$ cat config.mk
export PLATFORM = sky130hd
export DESIGN_NAME = alu_op_sequencer_flat
export DESIGN_NICKNAME = d
export VERILOG_FILES = /design/src/rtl/alu_op_sequencer_if.sv /design/src/rtl/alu_op_sequencer.sv /design/src/flat_wrapper.sv
export SDC_FILE = /design/constraint.sdc
export NUM_CORES = 1
export LEC_CHECK = 0
export CAP_MARGIN = 15
export CORE_UTILIZATION = 46
export DETAILED_ROUTE_END_ITERATION = 10
export PLACE_DENSITY = 0.84
export SETUP_SLACK_MARGIN = 0.2
export SYNTH_ARGS = -nofsm -noshare
export SYNTH_HDL_FRONTEND = slang
export SYNTH_SLANG_ARGS = --single-unit
$ cat constraint.sdc
create_clock -name clk -period 4.76 [get_ports clk]
set_input_delay 0.952 -clock clk [delete_from_list [all_inputs] [get_ports clk]]
set_output_delay 0.952 -clock clk [all_outputs]
set_load 0.05 [all_outputs]
$ cat src/rtl/alu_op_sequencer_if.sv
// alu_op_sequencer_if: command, operand, ALU and result signals of the ALU op sequencer.
//   cmd_*      : opcode command handshake (cmd_valid/cmd_ready, cmd_op, cmd_use_carry), clr_carry
//   data_*     : operand byte stream handshake (data_valid/data_ready, data_in)
//   alu_*      : ALU drive (alu_a, alu_b, alu_op, alu_cin, alu_start) and return (alu_result, alu_cout)
//   res_*      : result handshake (res_valid/res_ready) with data_out, carry_out; busy status
interface alu_op_sequencer_if #(
    parameter int DATA_W = 8,
    parameter int OP_W   = 8
);
    logic              cmd_valid, cmd_ready, cmd_use_carry, clr_carry;
    logic [OP_W-1:0]   cmd_op, alu_op;
    logic              data_valid, data_ready;
    logic [DATA_W-1:0] data_in, alu_a, alu_b, alu_result, data_out;
    logic              alu_cin, alu_start, alu_cout;
    logic              res_valid, res_ready, carry_out, busy;

    modport master (
        output cmd_valid, cmd_op, cmd_use_carry, clr_carry, data_valid, data_in,
               alu_result, alu_cout, res_ready,
        input  cmd_ready, data_ready, alu_a, alu_b, alu_op, alu_cin, alu_start,
               res_valid, data_out, carry_out, busy
    );

    modport slave (
        input  cmd_valid, cmd_op, cmd_use_carry, clr_carry, data_valid, data_in,
               alu_result, alu_cout, res_ready,
        output cmd_ready, data_ready, alu_a, alu_b, alu_op, alu_cin, alu_start,
               res_valid, data_out, carry_out, busy
    );
endinterface

$ cat src/rtl/alu_op_sequencer.sv
// alu_op_sequencer: sequences one ALU operation (command, operand A, operand B, issue, wait, result).
//   clk   : rising-edge clock
//   rst_n : asynchronous active-low reset, aborts any operation in flight
//   bus   : slave side of alu_op_sequencer_if (command, operand, ALU and result ports)
module alu_op_sequencer #(
    parameter int DATA_W  = 8,
    parameter int OP_W    = 8,
    parameter int ALU_LAT = 1
) (
    input logic               clk,
    input logic               rst_n,
    alu_op_sequencer_if.slave bus
);
    localparam logic [2:0] IDLE  = 3'd0;
    localparam logic [2:0] GET_A = 3'd1;
    localparam logic [2:0] GET_B = 3'd2;
    localparam logic [2:0] EXEC  = 3'd3;
    localparam logic [2:0] WAIT  = 3'd4;
    localparam logic [2:0] OUT   = 3'd5;

    logic [2:0]        state;
    logic [3:0]        cnt;
    logic [DATA_W-1:0] a_q, b_q, res_q;
    logic [OP_W-1:0]   op_q;
    logic              uc_q, carry_q, capture;

    // ALU result is sampled at the end of EXEC for a single-cycle ALU, else at the last WAIT cycle
    assign capture = (state == EXEC && ALU_LAT == 1) || (state == WAIT && cnt == 4'd0);

    // handshake strobes are gated by rst_n so they drop the moment reset asserts
    always_comb begin
        bus.cmd_ready  = rst_n && state == IDLE;
        bus.data_ready = rst_n && (state == GET_A || state == GET_B);
        bus.alu_start  = rst_n && state == EXEC;
        bus.res_valid  = rst_n && state == OUT;
        bus.busy       = rst_n && state != IDLE;
        bus.alu_a      = a_q;
        bus.alu_b      = b_q;
        bus.alu_op     = op_q;
        bus.alu_cin    = uc_q && carry_q;
        bus.data_out   = res_q;
        bus.carry_out  = carry_q;
    end

    always_ff @(posedge clk or negedge rst_n) begin
        if (!rst_n) begin
            state   <= IDLE;
            cnt     <= '0;
            a_q     <= '0;
            b_q     <= '0;
            res_q   <= '0;
            op_q    <= '0;
            uc_q    <= 1'b0;
            carry_q <= 1'b0;
        end else begin
            case (state)
                IDLE:  if (bus.cmd_valid) begin
                           op_q  <= bus.cmd_op;
                           uc_q  <= bus.cmd_use_carry;
                           state <= GET_A;
                       end
                GET_A: if (bus.data_valid) begin
                           a_q   <= bus.data_in;
                           state <= GET_B;
                       end
                GET_B: if (bus.data_valid) begin
                           b_q   <= bus.data_in;
                           state <= EXEC;
                       end
                EXEC:  begin
                           cnt   <= 4'(ALU_LAT - 2);
                           state <= ALU_LAT == 1 ? OUT : WAIT;
                       end
                WAIT:  begin
                           cnt <= cnt - 4'd1;
                           if (cnt == 4'd0) state <= OUT;
                       end
                OUT:   if (bus.res_ready) state <= IDLE;
                default: state <= IDLE;
            endcase
            // a capture in the same cycle as clr_carry takes priority
            if (capture) begin
                res_q   <= bus.alu_result;
                carry_q <= bus.alu_cout;
            end else if (bus.clr_carry) begin
                carry_q <= 1'b0;
            end
        end
    end
endmodule

$ cat src/flat_wrapper.sv
// flat-port wrapper written by rule: the top's interface ports become plain ports
module alu_op_sequencer_flat 
#(
    parameter int DATA_W  = 8,
    parameter int OP_W    = 8,
    parameter int ALU_LAT = 1
)
  (clk, rst_n, bus_cmd_valid, bus_cmd_op, bus_cmd_use_carry, bus_clr_carry, bus_data_valid, bus_data_in, bus_alu_result, bus_alu_cout, bus_res_ready, bus_cmd_ready, bus_data_ready, bus_alu_a, bus_alu_b, bus_alu_op, bus_alu_cin, bus_alu_start, bus_res_valid, bus_data_out, bus_carry_out, bus_busy);
  alu_op_sequencer_if #(.DATA_W(DATA_W), .OP_W(OP_W)) bus_i ();
  input logic clk;
  input logic rst_n;
  input wire logic [$bits(bus_i.cmd_valid)-1:0] bus_cmd_valid;
  input wire logic [$bits(bus_i.cmd_op)-1:0] bus_cmd_op;
  input wire logic [$bits(bus_i.cmd_use_carry)-1:0] bus_cmd_use_carry;
  input wire logic [$bits(bus_i.clr_carry)-1:0] bus_clr_carry;
  input wire logic [$bits(bus_i.data_valid)-1:0] bus_data_valid;
  input wire logic [$bits(bus_i.data_in)-1:0] bus_data_in;
  input wire logic [$bits(bus_i.alu_result)-1:0] bus_alu_result;
  input wire logic [$bits(bus_i.alu_cout)-1:0] bus_alu_cout;
  input wire logic [$bits(bus_i.res_ready)-1:0] bus_res_ready;
  output wire logic [$bits(bus_i.cmd_ready)-1:0] bus_cmd_ready;
  output wire logic [$bits(bus_i.data_ready)-1:0] bus_data_ready;
  output wire logic [$bits(bus_i.alu_a)-1:0] bus_alu_a;
  output wire logic [$bits(bus_i.alu_b)-1:0] bus_alu_b;
  output wire logic [$bits(bus_i.alu_op)-1:0] bus_alu_op;
  output wire logic [$bits(bus_i.alu_cin)-1:0] bus_alu_cin;
  output wire logic [$bits(bus_i.alu_start)-1:0] bus_alu_start;
  output wire logic [$bits(bus_i.res_valid)-1:0] bus_res_valid;
  output wire logic [$bits(bus_i.data_out)-1:0] bus_data_out;
  output wire logic [$bits(bus_i.carry_out)-1:0] bus_carry_out;
  output wire logic [$bits(bus_i.busy)-1:0] bus_busy;
  assign bus_i.cmd_valid = bus_cmd_valid;
  assign bus_i.cmd_op = bus_cmd_op;
  assign bus_i.cmd_use_carry = bus_cmd_use_carry;
  assign bus_i.clr_carry = bus_clr_carry;
  assign bus_i.data_valid = bus_data_valid;
  assign bus_i.data_in = bus_data_in;
  assign bus_i.alu_result = bus_alu_result;
  assign bus_i.alu_cout = bus_alu_cout;
  assign bus_i.res_ready = bus_res_ready;
  assign bus_cmd_ready = bus_i.cmd_ready;
  assign bus_data_ready = bus_i.data_ready;
  assign bus_alu_a = bus_i.alu_a;
  assign bus_alu_b = bus_i.alu_b;
  assign bus_alu_op = bus_i.alu_op;
  assign bus_alu_cin = bus_i.alu_cin;
  assign bus_alu_start = bus_i.alu_start;
  assign bus_res_valid = bus_i.res_valid;
  assign bus_data_out = bus_i.data_out;
  assign bus_carry_out = bus_i.carry_out;
  assign bus_busy = bus_i.busy;
  alu_op_sequencer #(.DATA_W(DATA_W), .OP_W(OP_W), .ALU_LAT(ALU_LAT)) u_core (.clk(clk), .rst_n(rst_n), .bus(bus_i));
endmodule
==> reports/results.tsv, run 1 <==
metric	value	unit
dr.first_iter.drc_count	87	
reg2reg_from	u_core.state[0]	
initial_core_util	48.4	%
stdcell_count	251	
cts_max_level	2	
hold_path.class	in -> async	
fin_crit_sh	66.2	%
cts_sinks	41	
grt_max_degree	38	
syn_to_final_growth	46.5	%
synth_area	1780	um2
met2_usage	35.9	%
crit_type	reg -> out	
rsz0062_at_grt	false	
clock_tree.root_cell	clkbuf_8	
dp_cells	243	
clkPwrFrac	11.5	%
switching_share	47.1	%
clock.fmax	318	MHz
reg2regPathDepth	3	
hold_violations	0	
cp-end-kind	output pin	
r2r_slack	2860	ps
p_int	1.12	mW
coreArea	3690	um2
vias	1302	
ctsResizeCount	0	
grt_overflow_total	0	
synth_cell_type_count	31	
pin_count	71	
post_drt_wl_per_cell	15.7	um
max_cap_violations	0	
layout_min_cycle_time	3150	ps
arrival	2200	ps
synth_warnings	0	
ir_worst_vdd	0.000465	V
finalPower	2.11	mW
routed_wl	3950	um
grt_usage	21.3	%
n_fill_cell	274	
status	finished, final reports clean	
drt_first_pass_iters	4	
crit_cells	3	
regArea	1030	um2
cp.required	3810	ps
antenna_found_initial	0	
pwr-share-comb	58.1	%
p_leak	1.09	nW
grt_pass1_wl	6510	um
fin_area	2610	um2
start_kind	register	
power-per-cell-area	809	nW/um2
grt_pass1_vias	1380	
viasPerCell	5.19	
sequentialPowerShare	30.4	%
clk_pin_slew	70	ps
cts_buffer_depth	2	
syn-instance-count	129	
crit_chain	and3b_1, and2_1, clkdlybuf4s50_1	
setup_viol	0	
num_rows	22	
drc	0	
grtUsageMet3	7.32	%
crit_buf_inv	1	
ctsHoldBuffers	0	
drive_above_1_share	23.6	%
path_delay_family	buffers and inverters	
avgSynthCellArea	13.8	um2
dpl.hpwl	3040	um
worst_pin_slew	567	ps
ys_ff_latch	41	
timing.rr.end	u_core.bus.alu_a[1]	
cts_tree	done	
numCtsBuffers	5	
yosysSeqAreaShare	57.5	%
gp_congestion	0.839	
io_buffer_count	70	
fin_worst_skew	5.14	ps
clock_latency	280	ps
diodes	0	
use_met1	25.3	%
syn_nets	162	
die_w	64.3	um
cts_setup_buffers	0	
dieArea	4130	um2
critPathMaxStageDelay	790	ps
max-slew-margin-rel	62.1	%
p_switching	0.997	mW
die-height	64.3	um
place_area	2510	um2
top_usage_layer	met2	
crit_fanout	14	
nets	235	
ant_nets	0	
multi_input_area	716	um2
tns	0	ps
drv_slew	0	
crit_slowest_cell	clkdlybuf4s50_1	
## cells in the mapped netlist
library cell	instances	area, um2
a211o_1	1	8.76
a21o_1	1	7.51
a21oi_1	7	35.0
a21oi_4	1	16.3
and2_1	4	25.0
and3_1	2	12.5
and3b_1	3	26.3
buf_2	1	5.00
buf_4	2	15.0
buf_6	1	11.3
clkbuf_1	1	3.75
dfrtp_1	41	1030
ha_1	1	12.5
inv_1	2	7.51
mux2_2	34	383
mux2i_1	1	10.0
nand2_1	2	7.51
nand2_2	1	6.26
nand2b_1	2	12.5
nor2_1	2	7.51
nor2b_1	6	37.5
nor3_1	2	10.0
nor3_4	1	16.3
nor3b_1	2	15.0
nor3b_4	1	18.8
nor4_1	1	6.26
o21ai_0	2	10.0
o221ai_1	1	8.76
o22ai_1	1	6.26
or4_1	1	7.51
xnor2_1	1	8.76
## placed cells by master (no fill, tap or decap)
cell type	n
nor3_1	2
and2_1	4
o221ai_1	1
nor3b_1	2
xnor2_1	1
nor2_1	2
nor4_1	1
nor3b_4	1
mux2i_1	1
buf_4	1
nand2b_1	2
dfrtp_1	41
or4_1	1
nor2b_1	6
ha_1	1
a21oi_1	7
and3_1	2
inv_1	2
mux2_2	34
nor3_4	1
buf_2	1
clkinv_2	1
a21o_1	1
a21oi_4	1
a211o_1	1
clkbuf_8	7
nand2_1	2
o22ai_1	1
o21ai_0	2
clkdlybuf4s50_1	69
nand2_2	1
and3b_1	3
## kinds of logic (layout without fill, tap and decap cells)
family / Yosys count / count (layout) / synth area share, %
DFF: 41 / 41 / 57.5
muxes: 35 / 35 / 22.0
and+or+nand+nor: 30 / 30 / 11.7
AOI/OAI and AO/OA: 14 / 14 / 5.19
buffers and inverters: 7 / 81 / 2.38
adders and majority gates: 1 / 1 / 0.701
xor gates and xnor gates: 1 / 1 / 0.491
## through the flow
step	worst slack, ps	hold slack (ps)	utilization [%]
after CTS	1590	488	70.9
after global routing	1500	491	70.9
after detailed placement	1610	489	68.1
after floorplan	1710	473	-
final	1610	492	70.9
after global placement	1640	483	68.1
## power by group through the flow
stage	Clock, mW	Sequential (mW)	Combinational (mW)
final	0.243	0.643	1.23
after CTS	0.250	0.646	1.24
after global placement	0	0.632	1.21
after floorplan	0	1.11	0.368
after global routing	0.262	0.672	1.28
after detailed placement	0	0.651	1.24
## registers in the layout, summed over array words and instances (netlist names)
register              count
u_core.bus.alu_a          8
u_core.bus.alu_b          8
u_core.bus.alu_op         8
u_core.bus.data_out       8
u_core.cnt                4
u_core.state              3
u_core.bus.carry_out      1
u_core.uc_q               1
## worst max-delay path by stage
stage,startpoint,endpoint,slack [ps]
3_3_place_gp,rst_n,bus_data_ready,1640
5_1_grt,u_core.state[0],bus_alu_start,1500
6_report,u_core.state[0],bus_alu_start,1610
4_1_cts,u_core.state[0],bus_alu_start,1590
3_5_place_dp,rst_n,bus_data_ready,1610
2_1_floorplan,rst_n,bus_data_ready,1710
## layer usage
metal / wire length [um] / up-vias
met1: 1530 / 658
met3: 223 / 2
met2: 2170 / 37
met4: 24 / 0
li1: - / 605
met5: 0 / -
## area by class of cell
type                       count  area share [%]
clock inverter                 1           0.191
sequential                    41            39.3
clock buffer                   7            3.69
tap                           48            2.30
timing repair buffer          71            26.9
multi-input combinational     81            27.4
inverter                       2           0.287
No activity file was read; power rests on OpenSTA's default activity.
==> run 2: changes to the inputs <==
--- a/config.mk
+++ b/config.mk
@@ -6,9 +6,9 @@
 export NUM_CORES = 1
 export LEC_CHECK = 0
 export CAP_MARGIN = 15
-export CORE_UTILIZATION = 46
+export CORE_UTILIZATION = 43
 export DETAILED_ROUTE_END_ITERATION = 10
-export PLACE_DENSITY = 0.84
+export PLACE_DENSITY = 0.79
 export SETUP_SLACK_MARGIN = 0.2
 export SYNTH_ARGS = -nofsm -noshare
 export SYNTH_HDL_FRONTEND = slang
==> constraint.sdc (replaced) <==
create_clock -name clk -period 3.05 [get_ports clk]
set_input_delay 0.61 -clock clk [delete_from_list [all_inputs] [get_ports clk]]
set_output_delay 0.61 -clock clk [all_outputs]
set_load 0.05 [all_outputs]
==> run 2 against run 1 <==
Against the previous run: die area up 6.8%; clock power up 33%; sequential share of layout area down 0.11 points; first-iteration DRC count down 37%; global-route usage down 0.69 points; wire length up 4.0%; total power up 56%; worst hold slack worse by 390 ps; cell count up 0.40%; highest routed layer unchanged; largest cell class unchanged; clock skew up 2.9 ps.
==> reports/results.tsv, run 2 (synthesized netlist as in run 1, its figures left out) <==
metric	value	unit
drv_slew	0	
drive_above_1_share	25.7	%
die_w	66.4	um
diodes	0	
ir_worst_vdd	0.000747	V
worst_pin_slew	539	ps
io_buffer_count	70	
hold_violations	0	
hold_path.class	in -> async	
drt_first_pass_iters	4	
start_kind	register	
clock_latency	290	ps
layout_min_cycle_time	2350	ps
cts_tree	done	
vias	1293	
max-slew-margin-rel	64.1	%
clkPwrFrac	9.8	%
p_leak	1.10	nW
cts_buffer_depth	2	
status	finished, final reports clean	
dieArea	4410	um2
pwr-share-comb	59.5	%
post_drt_wl_per_cell	16.3	um
dr.first_iter.drc_count	55	
clk_pin_slew	80	ps
viasPerCell	5.13	
crit_type	reg -> out	
tns	0	ps
antenna_found_initial	0	
pin_count	71	
gp_congestion	0.679	
cts_setup_buffers	0	
dr.max_layer_used	met4	
grt_usage	20.6	%
fin_crit_sh	77.2	%
p_int	1.71	mW
dpl.hpwl	3120	um
routed_wl	4110	um
cts_max_level	2	
syn_to_final_growth	46.9	%
crit_buf_inv	1	
switching_share	48.0	%
fin_worst_skew	8.03	ps
coreArea	4000	um2
crit_slowest_cell	dfrtp_1	
power-per-cell-area	1260	nW/um2
ctsHoldBuffers	0	
rsz0062_at_grt	false	
critPathMaxStageDelay	580	ps
final_cell_mix	clkdlybuf4s50_1 (64), dfrtp_1 (41), mux2_2 (34)	
grt_pass1_vias	1433	
max_cap_violations	0	
sequentialPowerShare	30.7	%
p_switching	1.58	mW
finalPower	3.29	mW
drc	0	
cts_sinks	41	
cp.required	2440	ps
die-height	66.4	um
num_rows	23	
dr_wl_met3	233	um
final_common_cell	clkdlybuf4s50_1	
grt_overflow_total	0	
initial_core_util	44.6	%
crit_chain	nor3_1, and2_1, buf_4	
path_delay_family	simple AND/OR/NAND/NOR gates	
ant_nets	0	
nets	236	
crit_fanout	14	
wl_met1	1570	um
setup_viol	0	
ctsResizeCount	0	
cp-end-kind	output pin	
grt_max_degree	24	
clock.fmax	425	MHz
numCtsBuffers	5	
arrival	1740	ps
clock_tree.root_cell	clkbuf_8	
wl_met2	2240	um
grt_pass1_wl	6580	um
[run 2: path summary, 6_finish.rpt]
| check | to | start | cells after the start | slack, ps |
|---|---|---|---|---|
| max | bus_cmd_ready | u_core.state[0] | 3 | 700 |
| min | u_core.state[1] | rst_n | 1 | 100 |
| max reg2reg | u_core.bus.alu_op[1] | u_core.state[0] | 3 | 1070 |
| min reg2reg | u_core.bus.data_out[0] | u_core.bus.data_out[0] | 1 | 510 |
| max in group asynchronous | u_core.uc_q | rst_n | 2 | 2480 |
| min in group clk | u_core.bus.data_out[0] | u_core.bus.data_out[0] | 1 | 510 |
[run 2: final cells by class]
type                    instances  area (um2)
fillers                       312        1380
inverters                       2        7.51
clock inverters                 1        5.00
clock buffers                   5        68.8
flip-flops and latches         41        1030
repair buffers                 72         736
well taps                      50        62.6
multi-input cells              81         716
[run 2: power groups by stage]
stage          Clock, mW  Combinational [mW]  Sequential [mW]
4_1_cts            0.332                1.97             1.01
3_5_place_dp           0                1.96             1.02
6_report           0.322                1.96             1.01
5_1_grt            0.353                2.04             1.04
3_3_place_gp           0                1.91            0.997
2_1_floorplan          0               0.574             1.73
[run 2: per-stage QoR]
| step | cell area (um2) | cells | hold WS [ps] | utilization (%) | setup slack, ps |
|---|---|---|---|---|---|
| final | 2620 | 252 | 97.9 | 65.5 | 697 |
| after global routing | 2620 | 252 | 91.8 | 65.5 | 683 |
| after CTS | 2620 | 252 | 92.0 | 65.5 | 737 |
| after detailed placement | 2550 | 246 | 410 | 63.7 | 887 |
| after global placement | 2550 | 246 | 409 | 63.7 | 975 |
| after floorplan | 1780 | 129 | 314 | - | 555 |
[run 2: layer usage]
metal | up-vias | GRT usage (%)
li1 | 600 | -
met1 | 642 | 22.9
met2 | 42 | 36.0
met3 | 9 | 7.07
met4 | 0 | 7.98
met5 | - | 0
==> run 3: changes to the inputs <==
--- a/config.mk
+++ b/config.mk
@@ -6,9 +6,9 @@
 export NUM_CORES = 1
 export LEC_CHECK = 0
 export CAP_MARGIN = 15
-export CORE_UTILIZATION = 43
+export CORE_UTILIZATION = 39
 export DETAILED_ROUTE_END_ITERATION = 10
-export PLACE_DENSITY = 0.79
+export PLACE_DENSITY = 0.76
 export SETUP_SLACK_MARGIN = 0.2
 export SYNTH_ARGS = -nofsm -noshare
 export SYNTH_HDL_FRONTEND = slang
==> constraint.sdc (replaced) <==
create_clock -name clk -period 1.98 [get_ports clk]
set_input_delay 0.396 -clock clk [delete_from_list [all_inputs] [get_ports clk]]
set_output_delay 0.396 -clock clk [all_outputs]
set_load 0.05 [all_outputs]
==> run 3 against run 2 <==
Against the previous run: setup slack worse by 470 ps; sequential share of layout area is 1.8 points lower; total power is 55% higher; highest routed layer unchanged; utilization is 2.7 points lower; clock skew is 3.3 ps lower; worst hold slack better by 87 ps; global-route usage is 1.7 points lower; count of clock-buffer cells in the layout is 2 higher; critical endpoint is now bus_alu_start; register-to-register slack worse by 780 ps.
==> reports/results.tsv, run 3 (synthesized netlist as in run 1, its figures left out) <==
metric	value	unit
status	finished, final reports clean	
diodes	0	
hold_violations	0	
arrival	1360	ps
pwr-share-comb	59.6	%
cts_buffer_depth	2	
cp.required	1580	ps
drc	0	
post_drt_wl_per_cell	15.9	um
cp-end-kind	output pin	
clock_latency	290	ps
switching_share	48.5	%
drive_above_1_share	34.6	%
drt_first_pass_iters	4	
initial_core_util	40.7	%
cts_sinks	41	
sequentialPowerShare	28.9	%
layout_min_cycle_time	1760	ps
grt_pass1_wl	7100	um
p_int	2.64	mW
drv_slew	0	
setup_viol	0	
num_rows	24	
grt_usage	18.9	%
max-slew-margin-rel	65.6	%
routed_wl	4230	um
cts_max_level	2	
fin_crit_sh	88.7	%
grt_overflow_total	0	
crit_type	reg -> out	
worst_pin_slew	517	ps
clock.fmax	569	MHz
die_w	69.6	um
dpl.hpwl	3080	um
power-per-cell-area	1860	nW/um2
dr.first_iter.drc_count	84	
final_util	62.8	%
io_buffer_count	70	
dieArea	4850	um2
rsz0062_at_grt	true	
coreArea	4380	um2
start_kind	register	
crit_fanout	4	
n_fill_cell	335	
final_common_cell	dfrtp_1	
fin_worst_skew	4.74	ps
grt_pass1_vias	1442	
ir_worst_vdd	0.00111	V
clk_pin_slew	80	ps
tns	0	ps
p_leak	1.24	nW
grt_max_degree	23	
pin_count	71	
final_cell_mix	dfrtp_1 (39), mux2_2 (34), dlygate4sd2_1 (33)	
nets	246	
clkPwrFrac	11.5	%
ant_nets	0	
p_switching	2.48	mW
max_cap_violations	0	
viasPerCell	5.05	
clock_tree.root_cell	clkbuf_8	
cts_tree	done	
hold_path.class	in -> async	
vias	1343	
numCtsBuffers	5	
antenna_found_initial	0	
die-height	69.6	um
syn_to_final_growth	54.3	%
gp_congestion	0.745	
-- run 3: per-layer routing --
layer	GRT usage [%]	vias up	share of wire, %
met1	23.8	651	41
met2	29.4	58	49
met4	8.67	0	2.0
met3	6.54	9	7.7
met5	0	-	0
li1	-	625	-
-- run 3: power by group through the flow --
stage | logic, mW | clock network (mW) | registers (mW)
after detailed placement | 3.16 | 0 | 1.52
after global placement | 3.10 | 0 | 1.49
after global routing | 3.18 | 0.651 | 1.53
after CTS | 3.03 | 0.614 | 1.49
final | 3.05 | 0.590 | 1.48
after floorplan | 0.906 | 0 | 2.67
-- run 3: critical path, stage by stage (launching register included) --
cell	delay [ps]
dfrtp_1	390
buf_6	140
and3b_2	230
and2_4	180
buf_12	140
-- run 3: metrics by stage --
step	setup WS, ps	instances	cell area, um2	hold slack (ps)	power [mW]
6_report	223	266	2750	185	5.12
5_1_grt	174	266	2750	186	5.37
4_1_cts	133	265	2730	165	5.13
3_5_place_dp	81.6	252	2610	270	4.68
3_3_place_gp	128	252	2610	261	4.59
2_1_floorplan	329	129	1800	100	3.57
-- run 3: area by class of cell --
type | instances | area (um2) | share of cell area [%]
flip-flops and latches | 41 | 1030 | 37.3
multi-input cells | 81 | 753 | 27.4
clock inverters | 1 | 5.00 | 0.182
clock buffers | 7 | 96.3 | 3.50
repair buffers | 82 | 798 | 29.0
well taps | 52 | 65.1 | 2.36
inverters | 2 | 7.51 | 0.273
-- run 3: final timing paths --
kind,startpoint,end,slack (ps),depth (start not counted)
min in group clk,u_core.bus.alu_b[2],u_core.bus.alu_b[2],500,1
worst max register to register,u_core.cnt[0],u_core.bus.data_out[0],290,5
worst min register to register,u_core.bus.alu_b[2],u_core.bus.alu_b[2],500,1
worst min-delay path,rst_n,u_core.bus.alu_op[7],190,2
max in group asynchronous,rst_n,u_core.state[1],1170,2
worst max-delay path,u_core.state[0],bus_alu_start,220,4
-- run 3: repair_timing --
| action | CTS | global route |
|---|---|---|
| resized for setup | 39 | 4 |
| endpoints found under the setup margin | 47 | 13 |
| hold buffers | 1 | 0 |
| pin swaps | 1 | 1 |
| buffers inserted | 4 | 1 |
| hold endpoints to repair | 3 | 0 |
